--- config.mk ---
export PLATFORM = sky130hd
export DESIGN_NAME = uart_rx
export DESIGN_NICKNAME = d
export VERILOG_FILES = /design/src/rtl/uart_rx.sv
export SDC_FILE = /design/constraint.sdc
export NUM_CORES = 1
export LEC_CHECK = 0
export ABC_AREA = 1
export BUFFER_PORTS_ARGS = -buffer_cell sky130_fd_sc_hd__clkbuf_2
export CAP_MARGIN = 40
export CORE_MARGIN = 4
export CORE_UTILIZATION = 50
export DETAILED_ROUTE_END_ITERATION = 7
export PLACE_DENSITY = 0.71
export SKIP_CTS_REPAIR_TIMING = 1
export SLEW_MARGIN = 30
export SYNTH_ARGS = -nofsm -noshare
export SYNTH_HDL_FRONTEND = slang
export SYNTH_SLANG_ARGS = --single-unit
--- constraint.sdc ---
create_clock -name clk -period 2.2 [get_ports clk]
set_input_delay 0.44 -clock clk [delete_from_list [all_inputs] [get_ports clk]]
set_output_delay 0.44 -clock clk [all_outputs]
set_load 0.05 [all_outputs]
--- src/rtl/uart_rx.sv ---
// 8N1 UART receiver, LSB first: a synchronized falling edge starts a frame, the start bit
// is re-checked at its midpoint, and the data and stop bits are sampled one baud period apart.
module uart_rx #(
  parameter int BAUD = 104
) (
  input  logic       clk,
  input  logic       rst,
  input  logic       rx,
  output logic [7:0] data,
  output logic       rcv,
  output logic       ferr,
  output logic       busy
);

  localparam int HALF = BAUD / 2;
  localparam int CW   = $clog2(BAUD);
  localparam logic [CW-1:0] HALF_LD = CW'(HALF - 1);
  localparam logic [CW-1:0] BAUD_LD = CW'(BAUD - 1);

  typedef enum logic [1:0] {IDLE, START, DATA, STOP} state_t;

  state_t        state;
  logic          rx_s1;
  logic          rxs;
  logic          rxs_d;
  logic [CW-1:0] cnt;
  logic [2:0]    bitcnt;
  logic [7:0]    shift;

  // cnt reaches zero exactly on each sampling cycle; loads are one less than the spacing
  always_ff @(posedge clk) begin
    if (rst) begin
      rx_s1  <= 1'b1;
      rxs    <= 1'b1;
      rxs_d  <= 1'b1;
      state  <= IDLE;
      cnt    <= '0;
      bitcnt <= '0;
      data   <= 8'h00;
      rcv    <= 1'b0;
      ferr   <= 1'b0;
      busy   <= 1'b0;
    end else begin
      rx_s1 <= rx;
      rxs   <= rx_s1;
      rxs_d <= rxs;
      rcv   <= 1'b0;
      ferr  <= 1'b0;
      case (state)
        IDLE: begin
          // Only a real falling edge starts a frame, so a held-low line (break) is ignored
          if (rxs_d && !rxs) begin
            cnt   <= HALF_LD;
            state <= START;
            busy  <= 1'b1;
          end
        end
        START: begin
          if (cnt != '0) begin
            cnt <= cnt - 1'b1;
          end else if (!rxs) begin
            cnt    <= BAUD_LD;
            bitcnt <= '0;
            state  <= DATA;
          end else begin
            state <= IDLE;
            busy  <= 1'b0;
          end
        end
        DATA: begin
          if (cnt != '0) begin
            cnt <= cnt - 1'b1;
          end else begin
            shift  <= {rxs, shift[7:1]};
            cnt    <= BAUD_LD;
            bitcnt <= bitcnt + 1'b1;
            if (bitcnt == 3'd7) state <= STOP;
          end
        end
        STOP: begin
          if (cnt != '0) begin
            cnt <= cnt - 1'b1;
          end else begin
            state <= IDLE;
            busy  <= 1'b0;
            if (rxs) begin
              data <= shift;
              rcv  <= 1'b1;
            end else begin
              ferr <= 1'b1;
            end
          end
        end
        default: begin
          state <= IDLE;
          busy  <= 1'b0;
        end
      endcase
    end
  end

endmodule

# Word-level counts from Yosys, hierarchy flattened
# Cells that the tools add are included.
classes:
  addsub: 2
  eq_ne: 13
  n_mux: 24
  n_bitwise: 3
  reduce_logical: 13
ops:
  columns: ["cell", "count"]
  rows:
  - ["$mux 7", 5]
  - ["$pmux 7 s4", 1]
  - ["$ne 2x2->1 const B", 8]
  - ["$mux 2", 6]
  - ["$reduce_and 5->1", 2]
  - ["$mux 3", 3]
  - ["$reduce_and 3->1", 3]
  - ["$pmux 2 s4", 1]
  - ["$reduce_bool 7->1", 1]
  - ["$sub 7x1->7 const B", 1]
  - ["$mux 1", 6]
  - ["$pmux 3 s2", 1]
  - ["$eq 2x2->1 const B", 2]
  - ["$reduce_and 4->1", 1]
  - ["$add 3x1->3 const B", 1]
  - ["$eq 3x3->1 const B", 1]
  - ["$ne 3x3->1 const B", 1]
  - ["$not 1->1", 3]
  - ["$pmux 1 s3", 1]
  - ["$reduce_bool 3->1", 1]
  - ["$reduce_or 3->1", 1]
  - ["$eq 2x1->1 const B", 1]
  - ["$logic_not 2->1", 1]
  - ["$reduce_bool 2->1", 1]
  - ["other kinds (2)", 2]
totals:
  regBits: 34
  inputBits: 3
  output_inout_bits: 11
  elab_cells: 66

# Depth between registers and ports, before layout
# Gate-level depths: netlist of the first run.
depth:
  ltp_word: 4
  mapped_depth: 11
  ltp_nobuf: 11

# Worst setup path after synthesis of the first run
# No wires, ideal clock.
synth_timing:
  kind: "register to register"
  from: "register cnt[0]"
  to: "register shift[0], enable pin"
  setup_ns: 0.383
  arrival_ns: 1.452
  t_required_ns: 1.817
  path_slack_ns: 0.365
  stages_incl_launch_ff: 7
  n_path_buf: 0
  period_less_slack_ns: 1.835
  cell_sequence: "dfxtp_1 > inv_1 > ha_1 > inv_1 > nor2_2 > nand3_4 > nor3_1"
synth_via:
  elab_chain_len: 3
synth_rtl:
  columns: ["element", "line", "source"]
  rows:
  - ["start: declaration", "26", "logic [CW-1:0] cnt;"]
  - ["start signal: assignment", "60", "cnt <= cnt - 1'b1;"]
  - ["start signal: assignment", "72", "cnt <= cnt - 1'b1;"]
  - ["start signal: assignment", "82", "cnt <= cnt - 1'b1;"]
  - ["$reduce_bool 7->1", "71", "if (cnt != '0) begin"]
  - ["$not 1->1 (no source line)", null, null]
  - ["$reduce_and 3->1 (no source line)", null, null]
  - ["end signal: assignment", "74", "shift <= {rxs, shift[7:1]};"]
  - ["end: declaration", "28", "logic [7:0] shift;"]
# No other way between the ends.
# A chain may end at the register's enable or synchronous reset.

# Worst setup path after layout of the first run
layout_timing:
  from: "register cnt[0]"
  to: "register data[6]"
layout_via:
  elab_chain_len: 3
layout_rtl:
  columns: ["element", "line", "source"]
  rows:
  - ["$reduce_bool 7->1", "81", "if (cnt != '0) begin"]
  - ["$not 1->1 (no source line)", null, null]
  - ["$reduce_and 3->1 (no source line)", null, null]
  - ["end signal: assignment", "87", "data <= shift;"]
  - ["end: declaration", "9", "output logic [7:0] data,"]
# No other way between the ends.

==> qor.yml, run 1 <==
sta:
  fin_crit_sh: 0.731
  rsz0062_at_grt: "no"
  finalMaxSlewViolations: 0
  slew_headroom: 0.696
  hold_violations: 0
  setup_viol: 0
  final.setup.tns_ps: 0
  skew_ps: 10.6
  worst_pin_slew_ps: 455
  timing.final.crit_period_ps: 1610
  fmax_mhz: 622
drt:
  routed_via_density: 5.17
  dr.pass1.iters: 4
  drt_iter0_markers: 35
  routed_wl_mm: 2.77
  routedWlPerCell_um: 12.0
  dr_total_vias: 1188
  post-route-drc-count: 0
  ant_nets: 0
logic_synthesis:
  yosysUniqueCellTypes: 25
  async_reset_ff_frac: 0
  syn-num-nets: 190
  synthTopCellsByCount: "nand2_1, dfxtp_1, nor2_1, inv_1"
  synth_top_area_share: 0.340
  synth_area_leaders: "dfxtp_1, edfxtp_1, nand2_1"
  ys_warn_count: 0
  synth.avg_cell_area_um2: 8.56
  yosysTopAreaCell: "dfxtp_1"
  synth.most_common_cell: "nand2_1"
  synth-seq-cells: 34
  synth_cells: 179
  syn_area_um2: 1530
  synth_edf_count: 8
  synth_ff_type: "dfxtp_1"
  yosysSeqAreaShare: 0.496
floorplanning:
  die-height_um: 63.4
  dieArea_um2: 4020
  die_x_um: 63.4
  initial_core_util: 0.537
  coreArea_um2: 2850
  io_pins: 14
  rows: 19
placement:
  io_buffer_count: 13
  place_area_um2: 1640
  place_congestion: 0.838
  hpwlAfterDp_mm: 2.05
clock_network:
  cts_buffers: 5
  h-tree-depth: 2
  cts_sinks: 34
  clk_pin_slew_worst_paths_ps: 100
  clk_latency_ps: 340
  clockRootBuffer: "clkbuf_4"
  clockBufferDepth: 2
  cts_tree: "built"
layout:
  area_growth_pct: 10.3
  diodes: 0
  drive_above_1_share: 0.181
  fin_util: 0.593
  layout.nets: 209
  fin_area_um2: 1690
power:
  net-switching-power_w: 0.000898
  p_per_area_nw_per_um2: 1230
  fin_total_pwr_w: 0.00208
  pwr-share-seq: 0.384
  clkPwrFrac: 0.156
  leakagePower_nw: 0.762
  swShare: 0.432
  power_frac_comb: 0.460
  p_int_w: 0.00118
  ir_drop_mv: 0.708
min_path:
  hp-start: "rx"
  min_path_cells: 2
  hp-class: "primary input to flip-flop"
  hold_end: "rx_s1$_SDFF_PP1_"
run_status:
  outcome: "completed"
global_route:
  antenna_found_initial: 0
  grt-ovfl-total: 0
  grt_max_degree: 17
  grt_first_pass_wirelength_mm: 5.05
  grt_pass1_vias: 1210
  grt_use_total: 0.159
worst_setup_path:
  ff2ff_path_depth: 11
  start_kind: "flip-flop"
  reg2reg_from: "cnt[0]$_SDFFE_PP0P_"
  regToRegSetupSlack_ps: 590
  arrival_ps: 1830
  path_class: "flip-flop to flip-flop"
  cp.required_ps: 2430
  end_kind: "flip-flop"
  cp_max_fo: 9
  r2r-end: "data[6]$_SDFFE_PP0P_"
flow_run:
  drv_cap: 0
state kept, by name, summed over array words and instances (netlist names), named ones only:
register and flops:
data 8, shift 8, cnt 7, bitcnt 3, busy 1, ferr 1, rcv 1, rx_s1 1
rxs 1, rxs_d 1, state 1
power groups by stage:
| stage | logic, W | clock network (W) | registers [W] |
|---|---|---|---|
| 2_1_floorplan | 0.000756 | 0 | 0.000841 |
| 3_3_place_gp | 0.000931 | 0 | 0.000809 |
| 3_5_place_dp | 0.000939 | 0 | 0.000814 |
| 4_1_cts | 0.000956 | 0.000337 | 0.000800 |
| 5_1_grt | 0.00109 | 0.000363 | 0.000812 |
| 6_report | 0.000957 | 0.000324 | 0.000799 |
metrics by stage:
stage / setup slack, ps / hold slack, ps / instances
after floorplan: 365 / 389 / 179
after global placement: 644 / 398 / 222
after detailed placement: 621 / 396 / 222
after CTS: 589 / 264 / 230
after global routing: 392 / 284 / 230
final: 592 / 282 / 230
cell type report:
| type | count | area (um^2) |
|---|---|---|
| Sequential cell | 34 | 761 |
| Multi-Input combinational cell | 124 | 691 |
| Clock buffer | 5 | 37.5 |
| Clock inverter | 3 | 16.3 |
| Inverter | 19 | 73.8 |
| Tap cell | 31 | 38.8 |
| Timing Repair Buffer | 14 | 72.6 |
| Fill cell | 255 | 1160 |
cells by family after synthesis:
group | synth area share
xor gates and xnor gates | 0.0171
DFF | 0.496
adders and majority gates | 0.0653
AOI/OAI and AO/OA | 0.104
buffers and inverters | 0.0531
and+or+nand+nor | 0.264
cells in the final DEF, fill, tap and decap left out:
master and n:
a31oi_1 1, buf_4 1, a21oi_1 12, dfxtp_1 26
nor3_1 2, clkinv_2 1, nor2_2 3, o21ai_0 12
nand4_1 4, ha_1 8, nor2_1 25, nor3b_1 1
o21ai_1 3, nand3_1 8, clkinvlp_4 1, nand2_4 1
xnor2_1 3, inv_4 1, or2_2 3, edfxtp_1 8
a21oi_2 2, inv_2 1, inv_1 17, clkbuf_4 5
nand3_4 1, clkbuf_2 13, clkinv_1 1, nor2_4 2
nand2_1 32, nor2_8 1
layer usage:
metal,routed length [um],track usage
met5,0,0
met4,63,0.0943
met2,1350,0.265
met3,95,0.0444
met1,1260,0.182
how the worst max path moves through the flow:
stage	from	to	slack, ps	depth (start not counted)
after global routing	flip-flop	cnt[5]$_SDFFE_PP0P_	390	6
final	cnt[0]$_SDFFE_PP0P_	data[6]$_SDFFE_PP0P_	590	11
after CTS	cnt[0]$_SDFFE_PP0P_	data[6]$_SDFFE_PP0P_	590	11
after detailed placement	cnt[0]$_SDFFE_PP0P_	data[6]$_SDFFE_PP0P_	620	11
after floorplan	cnt[0]$_SDFFE_PP0P_	shift[0]$_DFFE_PP_	370	6
after global placement	cnt[0]$_SDFFE_PP0P_	data[7]$_SDFFE_PP0P_	640	11
worst max-delay path, stage by stage (launching register included):
cell	delay [ps]
dfxtp_1	330
inv_1	100
ha_1	150
inv_1	50
nor2_2	170
nand3_4	140
inv_2	110
nand2_4	70
nor2_8	150
inv_4	70
nor2_1	100
nor2_1	60
Note: power is estimated with default switching activity, not from simulation.
==> inputs of run 2 (changes only) <==
--- a/config.mk
+++ b/config.mk
@@ -5,7 +5,7 @@
 export SDC_FILE = /design/constraint.sdc
 export NUM_CORES = 1
 export LEC_CHECK = 0
-export ABC_AREA = 1
+export ABC_AREA = 0
 export BUFFER_PORTS_ARGS = -buffer_cell sky130_fd_sc_hd__clkbuf_2
 export CAP_MARGIN = 40
 export CORE_MARGIN = 4
==> constraint.sdc (replaced) <==
create_clock -name clk -period 1.6 [get_ports clk]
set_input_delay 0.32 -clock clk [delete_from_list [all_inputs] [get_ports clk]]
set_output_delay 0.32 -clock clk [all_outputs]
set_load 0.05 [all_outputs]
==> qor.yml, run 2 <==
run_status:
  outcome: "finished, violations left"  # was completed
  violations: "setup timing"
global_route:
  grt_use_total: 0.194  # was 0.159
  grt_pass1_vias: 1335  # was 1210
  grt_max_degree: 13  # was 17
  grt_first_pass_wirelength_mm: 6.07  # was 5.05 mm
  grt-ovfl-total: 0  # unchanged
  antenna_found_initial: 0  # unchanged
layout:
  fin_util: 0.784  # was 0.593
  final_cell_mix: "buf_4, dfxtp_1, nor2_1, clkbuf_2, nand2_1"  # was nand2_1, dfxtp_1, nor2_1, inv_1, clkbuf_2
  drive_above_1_share: 0.485  # was 0.181
  layout.nets: 216  # was 209
  diodes: 0  # unchanged
  biggestRegsByFlops: "data (8), shift (8), cnt (7)"  # unchanged
  area_growth_pct: 44.1  # was 10.3%
  layout_commonest_cell: "buf_4"  # was nand2_1
logic_synthesis:
  yosysTopAreaCell: "dfxtp_1"  # unchanged
  synth.most_common_cell: "dfxtp_1"  # was nand2_1
  yosysUniqueCellTypes: 43  # was 25
  synth_cells: 155  # was 179
  synth-seq-cells: 34  # unchanged
  async_reset_ff_frac: 0  # unchanged
  syn_area_um2: 1550  # was 1530 um^2
  synth_ff_type: "dfxtp_1"  # unchanged
  synthTopCellsByCount: "dfxtp_1, nor2_1, nand2_1, mux2i_1"  # was nand2_1, dfxtp_1, nor2_1, inv_1
  synth_edf_count: 8  # unchanged
  ys_warn_count: 0  # unchanged
  syn-num-nets: 166  # was 190
  yosysSeqAreaShare: 0.490  # was 0.496
  synth_area_leaders: "dfxtp_1, edfxtp_1, ha_1"  # was dfxtp_1, edfxtp_1, nand2_1
  synth_top_area_share: 0.335  # was 0.340
  synth.avg_cell_area_um2: 10.0  # was 8.56 um^2
sta:
  final.setup.tns_ps: -510  # was 0 ps
  slew_headroom: 0.762  # was 0.696
  worst_pin_slew_ps: 353  # was 455 ps
  finalMaxSlewViolations: 0  # unchanged
  setup_slack_ps: -83.9  # was 592 ps
  rsz0062_at_grt: "yes"  # was no
  skew_ps: 9.50  # was 10.6 ps
  fmax_mhz: 594  # was 622 MHz
  hold_violations: 0  # unchanged
  setup_viol: 12  # was 0
  timing.final.crit_period_ps: 1680  # was 1610 ps
  fin_crit_sh: 1.05  # was 0.731
floorplanning:
  die-height_um: 63.7  # was 63.4 um
  initial_core_util: 0.544  # was 0.537
  io_pins: 14  # unchanged
  rows: 19  # unchanged
  dieArea_um2: 4060  # was 4020 um^2
  coreArea_um2: 2850  # unchanged
  die_x_um: 63.7  # was 63.4 um
min_path:
  min_path_cells: 2  # unchanged
  hold_end: "rx_s1$_SDFF_PP1_"  # unchanged
  hp-class: "primary input to flip-flop"  # unchanged
  hp-start: "rx"  # unchanged
worst_setup_path:
  end_kind: "flip-flop"  # unchanged
  max_stage_delay_ps: 350  # was 330 ps
  cpMaxStageDelayCell: "dfxtp_2"  # was dfxtp_1
  path_cells: "inv_1 -> buf_4 -> ha_2 -> buf_6 -> nand2b_4 -> a31oi_4 -> o311ai_2 -> o41ai_2"  # was inv_1 -> ha_1 -> inv_1 -> nor2_2 -> nand3_4 -> inv_2 -> nand2_4 -> nor2_8 -> inv_4 -> nor2_1 -> nor2_1
  regToRegSetupSlack_ps: -80  # was 590 ps
  cp_num_buf_inv: 3  # was 4
  arrival_ps: 1920  # was 1830 ps
  reg2reg_from: "state[0]$_SDFFE_PP0P_"  # was cnt[0]$_SDFFE_PP0P_
  start_kind: "flip-flop"  # unchanged
  cp.required_ps: 1830  # was 2430 ps
  cpLargestDelayFamily: "compound AO/OA/AOI/OAI gates"  # was simple AND/OR/NAND/NOR gates
  ff2ff_path_depth: 8  # was 11
  path_class: "flip-flop to flip-flop"  # unchanged
  cp_max_fo: 8  # was 9
placement:
  hpwlAfterDp_mm: 2.70  # was 2.05 mm
  pre_cts_slack_ps: -148  # was 621 ps
  place_congestion: 0.937  # was 0.838
  io_buffer_count: 13  # unchanged
clock_network:
  clockBufferDepth: 2  # unchanged
  h-tree-depth: 2  # unchanged
  clockRootBuffer: "clkbuf_4"  # unchanged
  cts_buffers: 5  # unchanged
  clk_pin_slew_worst_paths_ps: 110  # was 100 ps
  cts_tree: "built"  # unchanged
  clk_latency_ps: 350  # was 340 ps
  cts_sinks: 34  # unchanged
power:
  leakagePower_nw: 0.986  # was 0.762 nW
  p_per_area_nw_per_um2: 1410  # was 1230 nW/um^2
  ir_drop_mv: 0.756  # was 0.708 mV
drt:
  drt_iter0_markers: 77  # was 35
  dr.pass1.iters: 5  # was 4
  ant_nets: 0  # unchanged
  routedWlPerCell_um: 19.2  # was 12.0 um
  dr_total_vias: 1452  # was 1188
  routed_wl_mm: 4.55  # was 2.77 mm
  post-route-drc-count: 0  # unchanged
  routed_via_density: 6.13  # was 5.17
flow_run:
  drv_cap: 0  # unchanged
[run 2: logic make-up (layout without fill, tap and decap cells)]
kind of cell	count (synthesis)	count (layout)	share of synthesized area
compound gates	34	34	0.156
xor+xnor	1	1	0.00565
fa+ha+maj	8	8	0.0645
buf+inv	17	68	0.0540
flops	34	34	0.490
mux	9	9	0.0581
simple gates	52	52	0.172
[run 2: area by class of cell]
class / instances / area, um^2
multi-input cells: 104 / 867
flip-flops and latches: 34 / 772
fillers: 178 / 617
repair buffers: 53 / 425
clock inverters: 3 / 68.8
well taps: 31 / 38.8
clock buffers: 5 / 37.5
inverters: 7 / 26.3
[run 2: how the worst max path moves through the flow]
| stage | start | end | slack [ps] | cells past startpoint |
|---|---|---|---|---|
| 3_5_place_dp | cnt[1]$_SDFFE_PP0P_ | data[4]$_SDFFE_PP0P_ | -150 | 8 |
| 5_1_grt | cnt[1]$_SDFFE_PP0P_ | data[3]$_SDFFE_PP0P_ | -160 | 9 |
| 3_3_place_gp | cnt[0]$_SDFFE_PP0P_ | cnt[3]$_SDFFE_PP0P_ | -20 | 4 |
| 6_report | state[0]$_SDFFE_PP0P_ | flip-flop | -80 | 8 |
| 2_1_floorplan | cnt[0]$_SDFFE_PP0P_ | cnt[3]$_SDFFE_PP0P_ | -50 | 7 |
| 4_1_cts | cnt[0]$_SDFFE_PP0P_ | data[4]$_SDFFE_PP0P_ | -160 | 8 |
[run 2: per-layer routing]
metal / share of wire / GRT usage / wire length, um
met5: 0 / 0 / 0
met4: 0.017 / 0.0647 / 76
met3: 0.063 / 0.0639 / 288
met2: 0.52 / 0.343 / 2380
met1: 0.40 / 0.218 / 1800
[run 2: stage by stage]
stage	hold slack [ps]	power (W)	instances	instance area [um^2]
after floorplan	389	0.00158	155	1560
after global placement	395	0.00189	216	1820
after detailed placement	401	0.00194	216	1820
after CTS	148	0.00274	224	1920
after global routing	128	0.00330	237	2240
final	142	0.00316	237	2240
[run 2: report_power, final]
part | switching (W) | leakage (nW) | internal, W
sequential | 0.0000465 | 0.285 | 0.000931
clock | 0.000316 | 0.0554 | 0.000489
combinational | 0.000689 | 0.645 | 0.000686
total | 0.00105 | 0.986 | 0.00211
==> inputs of run 3 (changes only) <==
--- a/config.mk
+++ b/config.mk
@@ -8,6 +8,7 @@
 export ABC_AREA = 0
 export BUFFER_PORTS_ARGS = -buffer_cell sky130_fd_sc_hd__clkbuf_2
 export CAP_MARGIN = 40
+export CORE_ASPECT_RATIO = 0.75
 export CORE_MARGIN = 4
 export CORE_UTILIZATION = 50
 export DETAILED_ROUTE_END_ITERATION = 7
==> qor.yml, run 3 (synthesis results as in run 2) <==
sta:
  rsz0062_at_grt: "yes"  # unchanged
  timing.final.crit_period_ps: 1610  # was 1680 ps
  final.setup.tns_ps: -20.0  # was -510 ps
  skew_ps: 4.02  # was 9.50 ps
  finalMaxSlewViolations: 0  # unchanged
  fin_hold_ws_ps: 213  # was 142 ps
  setup_viol: 2  # was 12
  fmax_mhz: 621  # was 594 MHz
  setup_slack_ps: -10.2  # was -83.9 ps
  slew_headroom: 0.699  # was 0.762
  fin_crit_sh: 1.01  # was 1.05
  hold_violations: 0  # unchanged
  worst_pin_slew_ps: 445  # was 353 ps
worst_setup_path:
  regToRegSetupSlack_ps: -10  # was -80 ps
  path_class: "flip-flop to flip-flop"  # unchanged
  r2r-end: "data[6]$_SDFFE_PP0P_"
  reg2reg_from: "cnt[3]$_SDFFE_PP0P_"  # was state[0]$_SDFFE_PP0P_
  end_kind: "flip-flop"  # unchanged
  cp.required_ps: 1780  # was 1830 ps
  max_stage_delay_ps: 370  # was 350 ps
  ff2ff_path_depth: 6  # was 8
  cp_max_fo: 9  # was 8
  start_kind: "flip-flop"  # unchanged
  cpMaxStageDelayCell: "dfxtp_2"  # unchanged
  arrival_ps: 1790  # was 1920 ps
  path_cells: "nor4_4 -> buf_2 -> nand4_1 -> buf_12 -> mux2i_1 -> nor2_1"  # was inv_1 -> buf_4 -> ha_2 -> buf_6 -> nand2b_4 -> a31oi_4 -> o311ai_2 -> o41ai_2
layout:
  layout.nets: 209  # was 216
  instances_no_fill: 237  # unchanged
  biggestRegsByFlops: "data (8), shift (8), cnt (7)"  # unchanged
  fin_area_um2: 2170  # was 2240 um^2
  drive_above_1_share: 0.472  # was 0.485
  final_cell_mix: "buf_4, dfxtp_1, nor2_1, clkbuf_2, nand2_1"  # unchanged
  fill_cells: 192  # was 178
  layout_commonest_cell: "buf_4"  # unchanged
  diodes: 0  # unchanged
  regArea_um2: 773  # was 772 um^2
  area_growth_pct: 40.2  # was 44.1%
  multi_input_area_um2: 902  # was 867 um^2
power:
  p_per_area_nw_per_um2: 1400  # was 1410 nW/um^2
  pwr-share-seq: 0.326  # was 0.310
  leakagePower_nw: 0.933  # was 0.986 nW
  net-switching-power_w: 0.00106  # was 0.00105 W
  swShare: 0.348  # was 0.333
  clkPwrFrac: 0.220  # was 0.255
  p_int_w: 0.00198  # was 0.00211 W
  power_frac_comb: 0.454  # was 0.436
  ir_drop_mv: 0.658  # was 0.756 mV
global_route:
  grt_pass1_vias: 1244  # was 1335
  antenna_found_initial: 0  # unchanged
  grt-ovfl-total: 0  # unchanged
  grt_first_pass_wirelength_mm: 5.85  # was 6.07 mm
  grt_use_total: 0.185  # was 0.194
  grt_max_degree: 15  # was 13
drt:
  post-route-drc-count: 0  # unchanged
  routed_wl_mm: 4.07  # was 4.55 mm
  routedWlPerCell_um: 17.2  # was 19.2 um
  ant_nets: 0  # unchanged
  routed_via_density: 5.81  # was 6.13
  drt_iter0_markers: 131  # was 77
  dr_total_vias: 1376  # was 1452
  dr.pass1.iters: 4  # was 5
floorplanning:
  die-height_um: 56.2  # was 63.7 um
  rows: 17  # was 19
  die_x_um: 72.3  # was 63.7 um
  io_pins: 14  # unchanged
  dieArea_um2: 4070  # was 4060 um^2
  initial_core_util: 0.525  # was 0.544
  coreArea_um2: 2960  # was 2850 um^2
clock_network:
  clk_latency_ps: 290  # was 350 ps
  clockBufferDepth: 2  # unchanged
  clockRootBuffer: "clkbuf_8"  # was clkbuf_4
  clk_pin_slew_worst_paths_ps: 70  # was 110 ps
  cts_tree: "built"  # unchanged
  h-tree-depth: 2  # unchanged
  cts_buffers: 5  # unchanged
  cts_sinks: 34  # unchanged
placement:
  place_inst: 223  # was 216
  io_buffer_count: 13  # unchanged
  place_congestion: 0.910  # was 0.937
  hpwlAfterDp_mm: 2.58  # was 2.70 mm
  place_area_um2: 1830  # was 1820 um^2
run_status:
  outcome: "finished, violations left"  # unchanged
  violations: "setup timing"  # unchanged
min_path:
  hp-start: "rx"  # unchanged
  hp-class: "primary input to flip-flop"  # unchanged
  hold_end: "rx_s1$_SDFF_PP1_"  # unchanged
  min_path_cells: 2  # unchanged
flow_run:
  drv_cap: 0  # unchanged
run 3: area by class of cell:
type,instances,area share
multi-input cells,104,0.415
flip-flops and latches,34,0.356
clock buffers,6,0.0380
inverters,7,0.0121
clock inverters,2,0.00575
repair buffers,46,0.152
well taps,38,0.0219
run 3: power by group through the flow:
stage	registers, W	clock network [W]	logic, W
6_report	0.000989	0.000667	0.00138
2_1_floorplan	0.00100	0	0.000579
4_1_cts	0.000961	0.000674	0.000997
5_1_grt	0.000995	0.000716	0.00148
3_3_place_gp	0.000977	0	0.000964
3_5_place_dp	0.000980	0	0.000986
run 3: worst max-delay path by stage:
| stage | startpoint | end | slack, ps | cells after the start |
|---|---|---|---|---|
| after floorplan | cnt[0]$_SDFFE_PP0P_ | cnt[3]$_SDFFE_PP0P_ | -50 | 7 |
| after global placement | flip-flop | cnt[5]$_SDFFE_PP0P_ | -50 | 6 |
| after detailed placement | flip-flop | cnt[5]$_SDFFE_PP0P_ | -170 | 6 |
| after CTS | flip-flop | cnt[5]$_SDFFE_PP0P_ | -210 | 6 |
| after global routing | cnt[0]$_SDFFE_PP0P_ | cnt[3]$_SDFFE_PP0P_ | -70 | 4 |
| final | cnt[3]$_SDFFE_PP0P_ | data[6]$_SDFFE_PP0P_ | -10 | 6 |
run 3: through the flow:
stage	power, W	worst slack, ps	util
after floorplan	0.00158	-46.1	-
after global placement	0.00194	-53.1	0.617
after detailed placement	0.00197	-171	0.617
after CTS	0.00263	-211	0.650
after global routing	0.00319	-66.1	0.736
final	0.00304	-10.2	0.736
run 3: critical path, delay by kind of cell (launching register included):
kind                   cells  cell delay [ps]
and+or+nand+nor            3              530
buffers and inverters      2              420
muxes                      1              170
DFF                        1              370
run 3: metal layers:
metal  share of wire  wire length (um)  track usage
met2            0.47              1930        0.278
met4           0.015                63       0.0509
met5               0                 0            0
met3           0.078               316       0.0542
met1            0.43              1760        0.256
